<file path="src/rtl/lif_neuron.sv">
// Leaky integrate-and-fire neuron: weighted 4-input integration with saturating
// shift leak, one-cycle fire pulse, then a fixed refractory hold.
//
// state     | meaning
// ----------+--------------------------------------------------------------
// INTEGRATE | accumulate weighted spikes with leak (when en=1)
// FIRE      | one-cycle post_spike pulse, membrane cleared
// REFRACT   | membrane held at 0, counter runs down to 1 then back to INTEGRATE
module lif_neuron #(
    parameter int THRESHOLD  = 100,
    parameter int LEAK_SHIFT = 3,
    parameter int REFRACTORY = 4
) (
    input  logic        clk,
    input  logic        rst_n,
    input  logic        en,
    input  logic [3:0]  pre_spike,
    input  logic [15:0] weight_in,
    output logic        post_spike,
    output logic [7:0]  membrane,
    output logic        refractory,
    output logic [7:0]  spike_count
);

    typedef enum logic [1:0] {
        S_INTEGRATE,
        S_FIRE,
        S_REFRACT
    } state_t;

    state_t     state;
    logic [3:0] refr_cnt;

    logic [5:0] syn;
    logic [7:0] leak;
    logic [8:0] v_sum;
    logic [7:0] v_next;
    logic       fire;

    always_comb begin
        syn = '0;
        for (int i = 0; i < 4; i++) begin
            if (pre_spike[i]) begin
                syn = syn + {2'b00, weight_in[4*i +: 4]};
            end
        end
        // Small nonzero potentials still decay by one so the membrane reaches 0.
        leak = membrane >> LEAK_SHIFT;
        if ((membrane != 8'd0) && (leak == 8'd0)) begin
            leak = 8'd1;
        end
        v_sum  = {1'b0, membrane} - {1'b0, leak} + {3'b000, syn};
        v_next = (v_sum > 9'd255) ? 8'hff : v_sum[7:0];
        fire   = (v_next >= 8'(THRESHOLD));
    end

    always_ff @(posedge clk or posedge rst_n) begin
        if (rst_n) begin
            state       <= S_INTEGRATE;
            membrane    <= '0;
            post_spike  <= 1'b0;
            refractory  <= 1'b0;
            spike_count <= '0;
            refr_cnt    <= '0;
        end else begin
            case (state)
                S_INTEGRATE: begin
                    post_spike <= 1'b0;
                    if (en) begin
                        if (fire) begin
                            state       <= S_FIRE;
                            membrane    <= '0;
                            post_spike  <= 1'b1;
                            refractory  <= 1'b1;
                            spike_count <= spike_count + 8'd1;
                        end else begin
                            membrane <= v_next;
                        end
                    end
                end
                S_FIRE: begin
                    post_spike <= 1'b0;
                    membrane   <= '0;
                    if (REFRACTORY > 0) begin
                        state    <= S_REFRACT;
                        refr_cnt <= 4'(REFRACTORY);
                    end else begin
                        state      <= S_INTEGRATE;
                        refractory <= 1'b0;
                    end
                end
                S_REFRACT: begin
                    membrane <= '0;
                    if (refr_cnt <= 4'd1) begin
                        state      <= S_INTEGRATE;
                        refractory <= 1'b0;
                        refr_cnt   <= '0;
                    end else begin
                        refr_cnt <= refr_cnt - 4'd1;
                    end
                end
                default: begin
                    state      <= S_INTEGRATE;
                    membrane   <= '0;
                    post_spike <= 1'b0;
                    refractory <= 1'b0;
                    refr_cnt   <= '0;
                end
            endcase
        end
    end

endmodule

</file>
<file path="config.mk">
export PLATFORM = sky130hd
export DESIGN_NAME = lif_neuron
export DESIGN_NICKNAME = d
export VERILOG_FILES = /design/src/rtl/lif_neuron.sv
export SDC_FILE = /design/constraint.sdc
export NUM_CORES = 1
export LEC_CHECK = 0
export BUFFER_PORTS_ARGS = -buffer_cell sky130_fd_sc_hd__buf_2
export CELL_PAD_IN_SITES_DETAIL_PLACEMENT = 0
export CELL_PAD_IN_SITES_GLOBAL_PLACEMENT = 1
export CORE_MARGIN = 2
export CORE_UTILIZATION = 45
export CTS_BUF_LIST = sky130_fd_sc_hd__clkbuf_8
export CTS_CLUSTER_DIAMETER = 30
export DETAILED_ROUTE_END_ITERATION = 12
export PLACE_DENSITY_LB_ADDON = 0.1
export REMOVE_ABC_BUFFERS = 1
export SLEW_MARGIN = 0
export SYNTH_ARGS = -nofsm -noshare
export SYNTH_HDL_FRONTEND = slang
export SYNTH_SLANG_ARGS = --single-unit
</file>
<file path="constraint.sdc">
create_clock -name clk -period 7.02 [get_ports clk]
set_clock_uncertainty 0.2 [all_clocks]
set_input_delay 1.755 -clock clk [delete_from_list [all_inputs] [get_ports clk]]
set_output_delay 1.755 -clock clk [all_outputs]
set_load 0.02 [all_outputs]
</file>
# == Word-level counts from Yosys, hierarchy flattened ==
# Index checks and enable logic that the tools add are counted.
# totals
ff_bits,24
inputBits,23
output_inout_bits,18
elab_cells,51
# classes
n_addsub,7
magnitude_cmp,3
eq_ne,5
n_mux,22
n_bitwise,1
reduce_logical,7
# ops
operator,n
2-to-1 mux 8 bit,4
adder 6 x 4 -> 6 bit,3
2-to-1 mux 6 bit,3
one-hot mux 4 bit (3 select lines),1
adder 9 x 6 -> 9 bit,1
greater-than comparator 9 x 8 -> 1 bit (second input constant),1
subtractor 8 x 8 -> 9 bit,1
adder 8 x 1 -> 8 bit (second input constant),1
greater-or-equal comparator 8 x 7 -> 1 bit (second input constant),1
zero test 8 bit,1
2-to-1 mux 4 bit,2
nonzero test 8 bit,1
2-to-1 mux 2 bit,3
inequality test 2 bit (second input constant),3
one-hot mux 2 bit (3 select lines),1
AND reduction 3 bit,2
2-to-1 mux 1 bit,5
2-to-1 mux 5 bit,1
less-or-equal comparator 4 x 1 -> 1 bit (second input constant),1
AND reduction 4 bit,1
subtractor 4 x 1 -> 4 bit (second input constant),1
one-hot mux 1 bit (3 select lines),1
== test 2 x 1 -> 1 bit (second input constant),1
== test 2 bit (second input constant),1
other kinds (4),4

# == Logic depth before layout (Yosys ltp) ==
# Gate-level depths: netlist (run 1).
# logic_depth
word_depth,14
ltp_mapped,30
depth_no_buf,28

# == Worst setup path before layout (run 1) ==
# Ideal clock, no wire load.
# synth_timing
kind,input to register
from,input weight_in[0]
to,register spike_count[1]
arrival_time_ps,7213
t_required_ps,6695
setup_slack_ps,-518
cell_stages,27
path_buffers,2
path_cell_list,and2_1 -> ha_1 -> inv_1 -> fa_1 -> mux2i_1 -> fa_1 -> mux2_2 -> ha_1 -> a21o_1 -> a21oi_1 -> nor2b_1 -> o21ai_0 -> inv_1 -> maj3_1 -> o21ai_0 -> ha_1 -> inv_1 -> ha_1 -> buf_6 -> nor2b_4 -> a221o_1 -> a211oi_2 -> nor2_1 -> a211oi_4 -> or2_1 -> buf_6 -> mux2_4
# synth_between
elab_chain_cells,12
# synth_lines
item,line_no,text
"start, declared",18,"input logic [15:0] weight_in,"
2-to-1 mux 4 bit (*),43,if (pre_spike[i]) begin
adder 6 x 4 -> 6 bit,44,"syn = syn + {2'b00, weight_in[4*i +: 4]};"
2-to-1 mux 6 bit (*),43,
adder 6 x 4 -> 6 bit,44,
2-to-1 mux 6 bit (*),43,
adder 6 x 4 -> 6 bit,44,
2-to-1 mux 6 bit (*),43,
adder 9 x 6 -> 9 bit (*),52,"v_sum = {1'b0, membrane} - {1'b0, leak} + {3'b000, syn};"
greater-than comparator 9 x 8 -> 1 bit,53,v_next = (v_sum > 9'd255) ? 8'hff : v_sum[7:0];
2-to-1 mux 8 bit (*),53,
greater-or-equal comparator 8 x 7 -> 1 bit (*),54,fire = (v_next >= 8'(THRESHOLD));
AND reduction 3 bit (no source line) (*),--,
"end signal, assigned",75,spike_count <= spike_count + 8'd1;
"end, declared",22,output logic [7:0] spike_count
# Every way passes the cells marked *; elsewhere a longest branch is shown, timed or not.
# A chain may end at the register's enable or synchronous reset.

# == Worst setup path after layout (run 1) ==
# layout_timing
from,input pre_spike[0]
to,register spike_count[1]
# layout_between
elab_chain_cells,12
# layout_lines
item,line_no,text
"start, declared",17,"input logic [3:0] pre_spike,"
2-to-1 mux 4 bit (*),43,
adder 6 x 4 -> 6 bit,44,
2-to-1 mux 6 bit (*),43,
adder 6 x 4 -> 6 bit,44,
2-to-1 mux 6 bit (*),43,
adder 6 x 4 -> 6 bit,44,
2-to-1 mux 6 bit (*),43,
adder 9 x 6 -> 9 bit (*),52,
greater-than comparator 9 x 8 -> 1 bit,53,
2-to-1 mux 8 bit (*),53,
greater-or-equal comparator 8 x 7 -> 1 bit (*),54,
AND reduction 3 bit (no source line) (*),--,
# Marked as above.

==> impl.org, run 1 <==
** Timing
- Final hold violation count :: 0
- Setup repair after global routing missed its margin :: true
- The final count of pins violating max slew came to 0.
- Worst Slack Setup Final :: -118.3 ps
- The smallest clock period supported by the final layout is computed as about 7000 ps.
- Maximum clock rate :: about 140 MHz
- At the pin with the least slew margin, the transition time is 897.4 ps.
- Finish-stage setup viols :: 17
- In this run the tightest slew margin relative to its limit is 40.11%.
- Dividing the final minimum period by the clock period gives 101.7%.

** CTS
- Clock Tree Buf Depth :: 2
- Clock tree synthesis inserted a total of 3 buffers.
- For this design, the CTS-stage hold fixing added 0 buffers.
- CTS placed an instance of sky130_fd_sc_hd__clkbuf_8 at the clock tree root.
- CTS built an H-tree with a depth of 1.
- TritonCTS built the clock tree.
- After clock tree synthesis, the clock-pin slew on the worst setup and hold paths is 80 ps.
- The clock reaches the later pin of the worst-skew pair after about 270 ps.
- Clk sink count :: 24

** Floorplan
- The die is 78.42 microns wide.
- In this run the count of I/O pins placed on the die edge is 41.
- For this configuration, the core starts out at a cell density of 45.82%.
- Vert. Die Dim :: 78.42 microns
- Row generation in the floorplan step produced 27 rows.
- The total area inside the core boundary comes to between 5000 and 6000 sq um.
- The floorplan step defined a die boundary enclosing 6150 sq um.

** Global routing
- The number of antenna violations at the first check in global routing is 0.
- First-pass GRT wire length :: approximately 11,000 microns
- For this run, the total global-route usage over all layers was measured as 21.36%.
- After global routing the overflow that remains totals 0.
- Entering global routing, the biggest net connects 25 pins.
- Via count of the first global-routing pass :: 2,306

** Setup path
- Arrival time of data at the critical path endpoint :: 7100 ps
- Critical path launch point type :: input port
- R2r setup slk :: about 2700 ps
- The worst setup path is captured at a flop.
- The worst register-to-register path ends at spike_count[1]$_DFFE_PP0P_.
- The critical path starts at pre_spike[0].
- Number of cells traversed by the worst register-to-register path :: 16
- In this run the worst path has a maximum fanout of 5.
- Required arrival time at the worst endpoint :: around 7000 ps
- By startpoint and endpoint, the worst setup path is classified as input port to flop.
- R2R Path Start :: membrane[6]$_DFFE_PP0P_

** Drt
- Average wire length per cell after detail routing :: 14.85 microns
- Dividing the detail-routed via count by the number of cells gives 5.204.
- The detailed router finished its first iteration with 75 violations.
- The final layout contains routed wiring with a total length of between 6000 and 7000 microns.
- Summing over every cut layer, the via total after detailed routing is roughly 2,300.
- 1st-pass router iterations :: 4
- In this run the remaining antenna-violating nets after routing total 0.
- In the routed design, unresolved DRC markers number 0.

** Logic synthesis
- Counting every instance in the synthesized netlist gives 283.
- The largest total area in the synthesized netlist belongs to sky130_fd_sc_hd__dfrtp_1.
- The number of different library cells used by synthesis comes to 50.
- Number of enable-type register cells in the synthesized netlist :: 0
- Leading post-synthesis cells by cell area :: sky130_fd_sc_hd__dfrtp_1 (24%), sky130_fd_sc_hd__ha_1 (15%), sky130_fd_sc_hd__fa_1 (6.4%)
- Commonest cells in the netlist :: sky130_fd_sc_hd__ha_1 (29), sky130_fd_sc_hd__inv_1 (29), sky130_fd_sc_hd__dfrtp_1 (24), sky130_fd_sc_hd__o21ai_0 (23), sky130_fd_sc_hd__nand2_1 (21)
- The Yosys step of the flow raised 0 warnings.
- For this run, the leading register cell type out of synthesis is sky130_fd_sc_hd__dfrtp_1.
- Of all flip-flops after synthesis, the portion carrying an async set or reset was 100.0%.
- In this run the biggest area consumer among cell types represents 24.10% of the synthesized area.
- Post-synthesis area per instance :: 8.807 sq um
- After synthesis, flip-flops and latches occupy between 20% and 30% of the total area.
- Post-Synthesis Cell Area :: 2492 sq um
- Counting flops and latches in the post-synthesis netlist gives 24.

** Cells and area
- Synth-to-layout area growth :: 47.39%
- The number of antenna diodes in the final layout is 0.
- Fillcell total :: 449
- The finished cells cover 3674 sq um.
- In the final design database the tool counted 435 nets.
- In the final layout, the share of cells above drive strength 1 is 47.06%.

** Place
- Port Buf Inserts :: 40
- After legalization and detailed placement, the total HPWL measured 4609 microns.
- Summing all placed instances gives a cell area of about 3100 sq um.
- Final GP Congestion :: 0.8228

** Run status
- The final reports fail on negative setup slack.
- Result of the run :: finished, violations left

** Min path
- The min-delay analysis places its worst path in the category flop to flop.
- Along the worst hold path, the cell count comes to 1.
- For hold timing, the worst endpoint is spike_count[7]$_DFFE_PP0P_.
- In this run the most critical hold path is launched from spike_count[7]$_DFFE_PP0P_.

** Job
- Total of max-cap violations :: 0
## flip-flops by register name, indices dropped and copies added, names as in the netlist
register and flops:
membrane 8, refractory 1, state 2, spike_count 8
refr_cnt 4, post_spike 1
## cell type report
cell class | instances | area (sq um) | share of cell area (%)
multi-input combinational | 224 | 2180 | 59.33
timing repair buffer | 93 | 636.9 | 17.34
sequential | 24 | 600.6 | 16.35
inverter | 29 | 111.4 | 3.031
tap | 72 | 90.09 | 2.452
clock buffer | 4 | 55.05 | 1.499
## per-layer routing
layer | routed length, microns | vias up | share of wire [%] | track usage [%]
met5 | 0 | - | 0 | 0
li1 | - | 1155 | - | -
met3 | 137 | 8 | 2.1 | 1.494
met2 | 3295 | 44 | 50 | 37.33
met1 | 3084 | 1114 | 47 | 28.90
met4 | 105 | 0 | 1.6 | 5.088
## metrics by stage
| step | hold WS, ps | utilization [%] | worst slack (ps) | cells | TNS [ps] |
|---|---|---|---|---|---|
| final | 264.2 | 67.54 | -118.3 | 446 | -658.7 |
| after global routing | 295.7 | 67.54 | -310.9 | 446 | -4442 |
| after CTS | 272.2 | 62.82 | -66.71 | 441 | -69.13 |
| after detailed placement | 261.1 | 56.11 | -873.3 | 430 | -14990 |
| after global placement | 253.1 | 56.11 | -825.0 | 430 | -13430 |
| after floorplan | 274.5 | - | -487.2 | 277 | -4729 |
## how the worst max path moves through the flow
stage / endpoint / cells past startpoint
6_report: spike_count[1]$_DFFE_PP0P_ / 27
4_1_cts: spike_count[1]$_DFFE_PP0P_ / 27
3_3_place_gp: spike_count[6]$_DFFE_PP0P_ / 29
5_1_grt: spike_count[1]$_DFFE_PP0P_ / 27
2_1_floorplan: spike_count[1]$_DFFE_PP0P_ / 25
3_5_place_dp: membrane[0]$_DFFE_PP0P_ / 29
## cells by family after synthesis
kind of cell,after synthesis,synth area share [%]
and+or+nand+nor,96,20.63
DFF,24,24.10
AOI/OAI and AO/OA,61,16.52
buffers and inverters,35,5.923
xor gates and xnor gates,17,5.974
adders and majority gates,40,22.19
muxes,10,4.669
## worst max-delay path, cell delays in order
cell and delay (ps):
sky130_fd_sc_hd__buf_6 90, sky130_fd_sc_hd__and2_4 160, sky130_fd_sc_hd__ha_4 160, sky130_fd_sc_hd__inv_2 50, sky130_fd_sc_hd__fa_2 450, sky130_fd_sc_hd__mux2i_4 200, sky130_fd_sc_hd__fa_1 440, sky130_fd_sc_hd__mux2_4 310
sky130_fd_sc_hd__ha_4 240, sky130_fd_sc_hd__a21o_1 180, sky130_fd_sc_hd__a21oi_4 200, sky130_fd_sc_hd__nor2b_4 70, sky130_fd_sc_hd__o21ai_4 170, sky130_fd_sc_hd__inv_2 50, sky130_fd_sc_hd__maj3_2 330, sky130_fd_sc_hd__o21ai_4 80
sky130_fd_sc_hd__ha_4 150, sky130_fd_sc_hd__inv_4 30, sky130_fd_sc_hd__ha_4 290, sky130_fd_sc_hd__buf_6 100, sky130_fd_sc_hd__inv_2 20, sky130_fd_sc_hd__a221o_1 370, sky130_fd_sc_hd__a211oi_4 320, sky130_fd_sc_hd__nor2_2 100
sky130_fd_sc_hd__a211oi_4 290, sky130_fd_sc_hd__or2_4 190, sky130_fd_sc_hd__mux2_4 290
## cell usage in the layout (no fill, tap or decap), types with 5 or more instances in the layout
cell type	instances
sky130_fd_sc_hd__buf_2	38
sky130_fd_sc_hd__buf_4	46
sky130_fd_sc_hd__buf_6	9
sky130_fd_sc_hd__dfrtp_1	24
sky130_fd_sc_hd__fa_1	6
sky130_fd_sc_hd__ha_1	18
sky130_fd_sc_hd__ha_4	10
sky130_fd_sc_hd__inv_1	23
sky130_fd_sc_hd__inv_2	5
sky130_fd_sc_hd__nand2_1	20
sky130_fd_sc_hd__nand2b_1	5
sky130_fd_sc_hd__nand3_1	10
sky130_fd_sc_hd__nor2_1	15
sky130_fd_sc_hd__nor2b_1	5
sky130_fd_sc_hd__o21ai_0	10
sky130_fd_sc_hd__o21ai_1	7
sky130_fd_sc_hd__o21ai_2	5
sky130_fd_sc_hd__xor2_1	9
## timing repair
action / in CTS / in global routing
setup endpoints to repair: 19 / 19
setup buffers: 7 / 6
pin swaps: 36 / 31
gates resized for setup: 62 / 44
Power of run 1 is left out: the tool's default activity adds up to more than one toggle a clock period on the data nets, which glitch-free logic cannot reach.
==> run 2: changes to the inputs <==
- CORE_ASPECT_RATIO: default -> 0.8
==> run 2 against run 1 <==
  * Critical endpoint unchanged
  * Die area barely moved
  * Core utilization increased by 0.35 points
  * Register-to-register slack improved by 80 ps
  * Sequential cell count unchanged
  * The run still ends with negative setup slack left
  * Design area decreased by 0.10%
  * Via count is 0.39% lower
  * Routed wire length decreased by 3.0%
  * Highest routed layer unchanged
  * Worst setup slack improved by 62 ps
  * First-iteration DRC count rose by 41%
==> impl.org, run 2 (synthesis results as in run 1) <==
** Cells and area
- Compared with the post-synthesis result, the final layout area differs by 47.24%.
- Leaving out filler cells and counting taps, the final layout contains 438.
- Fillcell total :: 445
- 0 antenna diodes ended up in the layout.
- Fraction of final layout cells with drive strength greater than 1 :: 47.45%
- Highest-count cells in the layout ignoring fill and taps :: sky130_fd_sc_hd__buf_4 (46), sky130_fd_sc_hd__buf_2 (38), sky130_fd_sc_hd__inv_1 (26)
- The library cell used most frequently in the layout, excluding fill and tap cells, is sky130_fd_sc_hd__buf_4.
- Final core occ :: approximately two thirds
- Net count of the finished layout :: 434
- The largest registers in the layout are membrane (8), spike_count (8), refr_cnt (4).

** Place
- Post-Place Cells :: 417
- Final GP Congestion :: 0.8001
- During placement, the flow inserted port buffers numbering 40.
- After legalization and detailed placement, the total HPWL measured 4774 microns.

** Drt
- Post-detailed-route via-to-cell ratio :: 5.279
- For this block, the initial DRC count from the detailed router was between 100 and 150.
- Total DRC errors in the routed layout :: 0
- Antenna violation net count after detailed routing :: 0
- Summing over every cut layer, the via total after detailed routing is 2,312.
- Average wire length per cell after detail routing :: 14.66 microns
- Summed over all layers, the routed wires come to ~6400 microns.
- The first TritonRoute pass finished after 4 iterations.

** CTS
- CTS HTree Levels :: 1
- Clock-pin slew was measured on the worst setup and hold paths at 90 ps.
- For the worst-skew pair, the clock arrives at the later sink with an insertion delay of between 200 and 300 ps.
- Clk sink count :: 24
- Clock Tree Buf Depth :: 2
- CTS tree :: done
- Buffer cell driving the clock tree root :: sky130_fd_sc_hd__clkbuf_8
- Number of CTS-inserted buffers :: 3

** Global routing
- Antenna violations before repair :: 0
- After global routing the overflow that remains totals 0.
- Maximum number of pins on one net before global-route repair :: 25
- Via count of the first global-routing pass :: around 2,200
- First-pass GRT wire length :: 10,520 microns
- In the global route stage, overall resource usage came out at 21.13%.

** Setup path
- For the worst flop-to-flop path, the logic depth is 17.
- The worst setup path is of the input port to flop kind.
- Crit path top cell by count :: sky130_fd_sc_hd__ha_4
- STA classifies the critical path endpoint as a flop.
- Along the worst path, the maximum fanout reaches 5.
- CP max stage delay :: 450 ps
- Critical path launch point type :: input port
- Data arrives at the worst endpoint at 7030 ps.
- Among all stages on the critical path, the largest delay is contributed by sky130_fd_sc_hd__fa_1.
- Required arrival time at the worst endpoint :: 6980 ps

** Run status
- The flow ran to the end, but the final reports show violations.
- Violations in the final reports :: negative setup slack

** Timing
- The count of final hold-check violations was 0.
- Finish-stage setup viols :: 4
- Clock period minus final worst setup slack :: approximately 7000 ps
- Fin crit share :: 100.8%
- Transition time of the tightest slew-check pin :: 913.8 ps
- Pins over their slew limit :: 0
- Setup TNS :: -87.36 ps
- Worst-case headroom to the max-slew limit :: roughly 39%
- Setup repair after global routing could not meet its margin everywhere.
- Worst Slack Setup Final :: -55.98 ps
- Static timing analysis puts the maximum clock frequency at 141.3 MHz.
- Final hold analysis gives a worst-case slack of around 260 ps.

** Floorplan
- Die Width :: 87.21 microns
- The floorplan has 24 rows.
- Total I/O pin count :: 41
- Initial Util :: between 40% and 50%
- Die area :: approximately 6200 sq um
- The die is 70.57 microns tall.
- The core region is 5405 sq um.

** Min path
- The tightest min-delay check is of the flop to flop type.
- Worst hold path cell count :: 1

** Job
- The tool flagged a number of max-cap violations equal to 0.
run 2: cell types whose count changed in the layout (fill, tap and decap cells not counted), moves of 2 or more:
cell / delta
sky130_fd_sc_hd__nand3_4: +3
sky130_fd_sc_hd__o21ai_2: +4
sky130_fd_sc_hd__nand3_2: -2
sky130_fd_sc_hd__nor3b_2: +3
sky130_fd_sc_hd__inv_2: -2
sky130_fd_sc_hd__a211oi_4: -2
sky130_fd_sc_hd__ha_4: -2
sky130_fd_sc_hd__inv_1: +3
sky130_fd_sc_hd__o21ai_1: -2
sky130_fd_sc_hd__nor2_4: -2
sky130_fd_sc_hd__nor3b_1: -3
run 2: final timing paths:
path | startpoint | to | slack [ps]
hold reg to reg | spike_count[7]$_DFFE_PP0P_ | spike_count[7]$_DFFE_PP0P_ | 260
setup reg to reg | membrane[6]$_DFFE_PP0P_ | spike_count[6]$_DFFE_PP0P_ | 2810
hold / removal | spike_count[7]$_DFFE_PP0P_ | spike_count[7]$_DFFE_PP0P_ | 260
max in group asynchronous | rst_n | refractory$_DFFE_PP0P_ | 4590
setup / recovery | weight_in[0] | spike_count[1]$_DFFE_PP0P_ | -60
min in group asynchronous | rst_n | spike_count[7]$_DFFE_PP0P_ | 1470
run 2: layout make-up:
cell class                 count  area [sq um]  area share (%)
clock buffer                   3         41.29           1.125
clock inverter                 1         30.03          0.8183
inverter                      29         108.9           2.966
multi-input combinational    224          2182           59.46
sequential                    24         600.6           16.37
tap                           65         81.33           2.216
timing repair buffer          92         625.6           17.05
run 2: timing repair:
| action | in CTS | in global routing |
|---|---|---|
| pin swaps | 21 | 19 |
| hold buffers | 0 | 0 |
| setup buffers | 12 | 6 |
| resized for setup | 62 | 47 |
| gates cloned | 0 | 0 |
| endpoints found under the setup margin | 19 | 19 |
run 2: per-layer routing:
layer	routed length [microns]	global-route usage (%)
met3	270	2.917
met5	0	0
met4	17	1.026
met1	3266	34.05
met2	2866	31.64
run 2: metrics by stage:
step	worst slack [ps]	instance area [sq um]
after floorplan	-487.2	2454
after global placement	-771.6	2998
after detailed placement	-855.1	2998
after CTS	-37.98	3400
after global routing	-217.0	3670
final	-55.98	3670
run 2: critical path, delay by kind of cell:
kind,cells,cell delay [ps]
adders and majority gates,7,2010
AOI/OAI and AO/OA,7,1470
muxes,3,800
buffers and inverters,7,510
and+or+nand+nor,4,470
Power of run 2 is left out for the same reason.
==> run 3: changes to the inputs <==
--- a/config.mk
+++ b/config.mk
@@ -7,9 +7,10 @@
 export LEC_CHECK = 0
 export BUFFER_PORTS_ARGS = -buffer_cell sky130_fd_sc_hd__buf_2
+export CAP_MARGIN = 0
 export CELL_PAD_IN_SITES_DETAIL_PLACEMENT = 0
 export CELL_PAD_IN_SITES_GLOBAL_PLACEMENT = 1
 export CORE_ASPECT_RATIO = 0.8
 export CORE_MARGIN = 2
-export CORE_UTILIZATION = 45
+export CORE_UTILIZATION = 48
 export CTS_BUF_LIST = sky130_fd_sc_hd__clkbuf_8
 export CTS_CLUSTER_DIAMETER = 30
==> constraint.sdc (replaced) <==
create_clock -name clk -period 7.02 [get_ports clk]
set_clock_uncertainty 0.2 [all_clocks]
set_input_delay 1.053 -clock clk [delete_from_list [all_inputs] [get_ports clk]]
set_output_delay 1.053 -clock clk [all_outputs]
set_load 0.02 [all_outputs]
==> run 3 against run 2 <==
  * Count of clock-buffer cells in the layout is the same
  * Highest routed layer unchanged
  * Global-route usage is 2.5 points lower
  * Via count down 9.4%
  * Worst setup slack better by 370 ps
  * Die area is 5.9% lower
  * Non-clock buffer count is 36 lower
  * Final cell count is 8.9% lower
  * The flow now finishes without violations
  * Routed wire length decreased by 18%
==> impl.org, run 3 (synthesis results as in run 1) <==
** Floorplan
- Once the floorplan was initialized, standard cells occupied 49.78% of the core.
- The floorplan step defined a core boundary enclosing 5007 sq um.
- Die area :: 5788 sq um
- Pin placement for this block handled 41 I/O pins.
- From left edge to right edge, the die measures between 80 and 90 microns.
- Vert. Die Dim :: 68.45 microns
- The floorplan has 23 rows.

** Timing
- For the pin with the worst max-slew slack, the measured transition is just under 900 ps.
- Pins over their slew limit :: 0
- Finish-stage setup viols :: 0
- Fin crit share :: between 90% and 100%
- Final hold slack :: 265.1 ps
- Derived from the worst setup path, the maximum achievable clock frequency is 149.1 MHz.
- Clock period minus final worst setup slack :: 6707 ps
- Final hold violation count :: 0
- Worst-case headroom to the max-slew limit :: approximately 40%

** Pwr
- Power per Cell Area :: around 560 nW/um^2
- The analysis attributes to cell leakage a power of 1.436 nW.
- Total power draw :: about 1.6 mW
- Across the VDD grid, the largest voltage drop is 343.6 uV.

** Cells and area
- Top Registers :: membrane (8), spike_count (8), refr_cnt (4)
- Synth-to-layout area growth :: 18.57%
- Registers take 600.6 sq um.
- Most common cell after layout, fill and taps aside :: sky130_fd_sc_hd__buf_2
- Fillcell total :: a little under 500
- Cells fill 59.02% of the core in the end.
- After routing the design area is about 3000 sq um.
- The number of antenna diodes in the final layout is 0.
- The library cells used most frequently in the layout, excluding fill and tap cells, are sky130_fd_sc_hd__buf_2 (40), sky130_fd_sc_hd__inv_1 (29), sky130_fd_sc_hd__ha_1 (27).
- Fraction of final layout cells with drive strength greater than 1 :: 24.63%
- Multi-input logic area :: 1777 sq um
- In the final design database the tool counted 398 nets.

** Setup path
- On the critical path the largest part of the delay comes from adder cells.
- Required arrival time at the worst endpoint :: 6980 ps
- Class of the most critical setup path :: input port to flop
- Crit path top cell by count :: sky130_fd_sc_hd__ha_1
- The worst setup path is captured at a flop.
- Data on the critical path arrives at its endpoint at about 6700 ps.
- CP max stage delay :: 530 ps
- The worst setup path is launched from an input port.
- In this run the worst path has a maximum fanout of 7.
- Buffers & Inverters on Critical Path :: 4
- Worst path slowest cell :: sky130_fd_sc_hd__or4_1

** CTS
- The clock passes through at most 2 buffers.
- CTS built an H-tree with a depth of 1.
- CTS tree :: done
- Hold-fix buffers at CTS :: 0
- Number of CTS-inserted buffers :: 3
- CTS saw 24 sinks.
- CTS placed an instance of sky130_fd_sc_hd__clkbuf_8 at the clock tree root.
- CTS clock-pin slew for the worst setup and hold paths :: 90 ps
- The clock reaches the later pin of the worst-skew pair after 260 ps.

** Global routing
- Antenna violations before repair :: 0
- First-pass GRT wire length :: between 8000 and 9000 microns
- Across every metal layer, demand over resource in global routing totals 18.64%.
- Global route total overflow :: 0
- Entering global routing, the biggest net connects 25 pins.
- Via count of the first global-routing pass :: about 1,900

** Drt
- The routed design has 5266 microns of wire.
- Metal1 wirelength :: 2846 microns
- In this run the remaining antenna-violating nets after routing total 0.
- The pre-antenna-repair detailed-routing pass consisted of 4 iterations.
- After the first detailed-routing iteration, the DRC count stood at 76.
- In the routed design, unresolved DRC markers number 0.
- Routed wl met3 :: 190 microns
- Met2 wire length :: 2221 microns
- Highest layer used for signal routing :: met4
- Average wire length per cell after detail routing :: around 13 microns
- Post-detailed-route via-to-cell ratio :: 5.248
- The detailed router placed 2,094 vias in this run.

** Place
- Final GP Congestion :: roughly 0.83
- DPL Wire Length :: 4372 microns
- Placed instance area :: 2836 sq um
- Buffers placed on the I/O ports in this run total 40.

** Min path
- Worst hold-check path type :: flop to flop

** Job
- Across the run, the number of max-cap violations was 0.

** Run status
- Result of the run :: finished clean
-- run 3: timing repair --
action | in CTS | in global routing
hold endpoints to repair | 0 | 0
gates resized for setup | 0 | 13
buffers inserted | 0 | 2
endpoints found under the setup margin | 0 | 19
-- run 3: report_power, final --
part / switching, mW / total (mW) / internal, mW
logic: 0.699 / 1.29 / 0.591
clock network: 0.0435 / 0.120 / 0.0762
registers: 0.0541 / 0.240 / 0.186
total: 0.797 / 1.65 / 0.853
-- run 3: final cells by class --
type                       count  share of cell area [%]
sequential                    24                   20.32
inverter                      29                   3.683
multi-input combinational    224                   60.12
clock inverter                 1                   1.016
tap                           62                   2.625
timing repair buffer          56                   10.84
clock buffer                   3                   1.397
-- run 3: routing by layer --
metal	vias to the layer above	GRT usage [%]
li1	1088	-
met1	966	27.65
met2	38	29.63
met3	2	3.619
met4	0	1.190
met5	-	0
-- run 3: through the flow --
step	TNS (ps)	setup slack, ps	std cells
final	0	312.7	399
after global routing	-6.701	-4.018	399
after CTS	0	57.09	397
after detailed placement	-2558	-208.5	393
after global placement	-166.0	-97.45	393
after floorplan	0	214.8	277
-- run 3: path summary, 6_finish.rpt --
kind                                                  from                         end  slack, ps  cells past startpoint
worst min-delay path            spike_count[7]$_DFFE_PP0P_  spike_count[7]$_DFFE_PP0P_        270                      1
worst min register to register  spike_count[7]$_DFFE_PP0P_  spike_count[7]$_DFFE_PP0P_        270                      1
worst max register to register     membrane[7]$_DFFE_PP0P_  spike_count[6]$_DFFE_PP0P_       2810                     16
worst max-delay path                          pre_spike[0]  spike_count[6]$_DFFE_PP0P_        310                     29
min in group asynchronous                            rst_n     refr_cnt[2]$_DFFE_PP0N_        760                      2
max in group asynchronous                            rst_n     membrane[2]$_DFFE_PP0P_       5310                      2
Power figures use the tool's default switching activity.
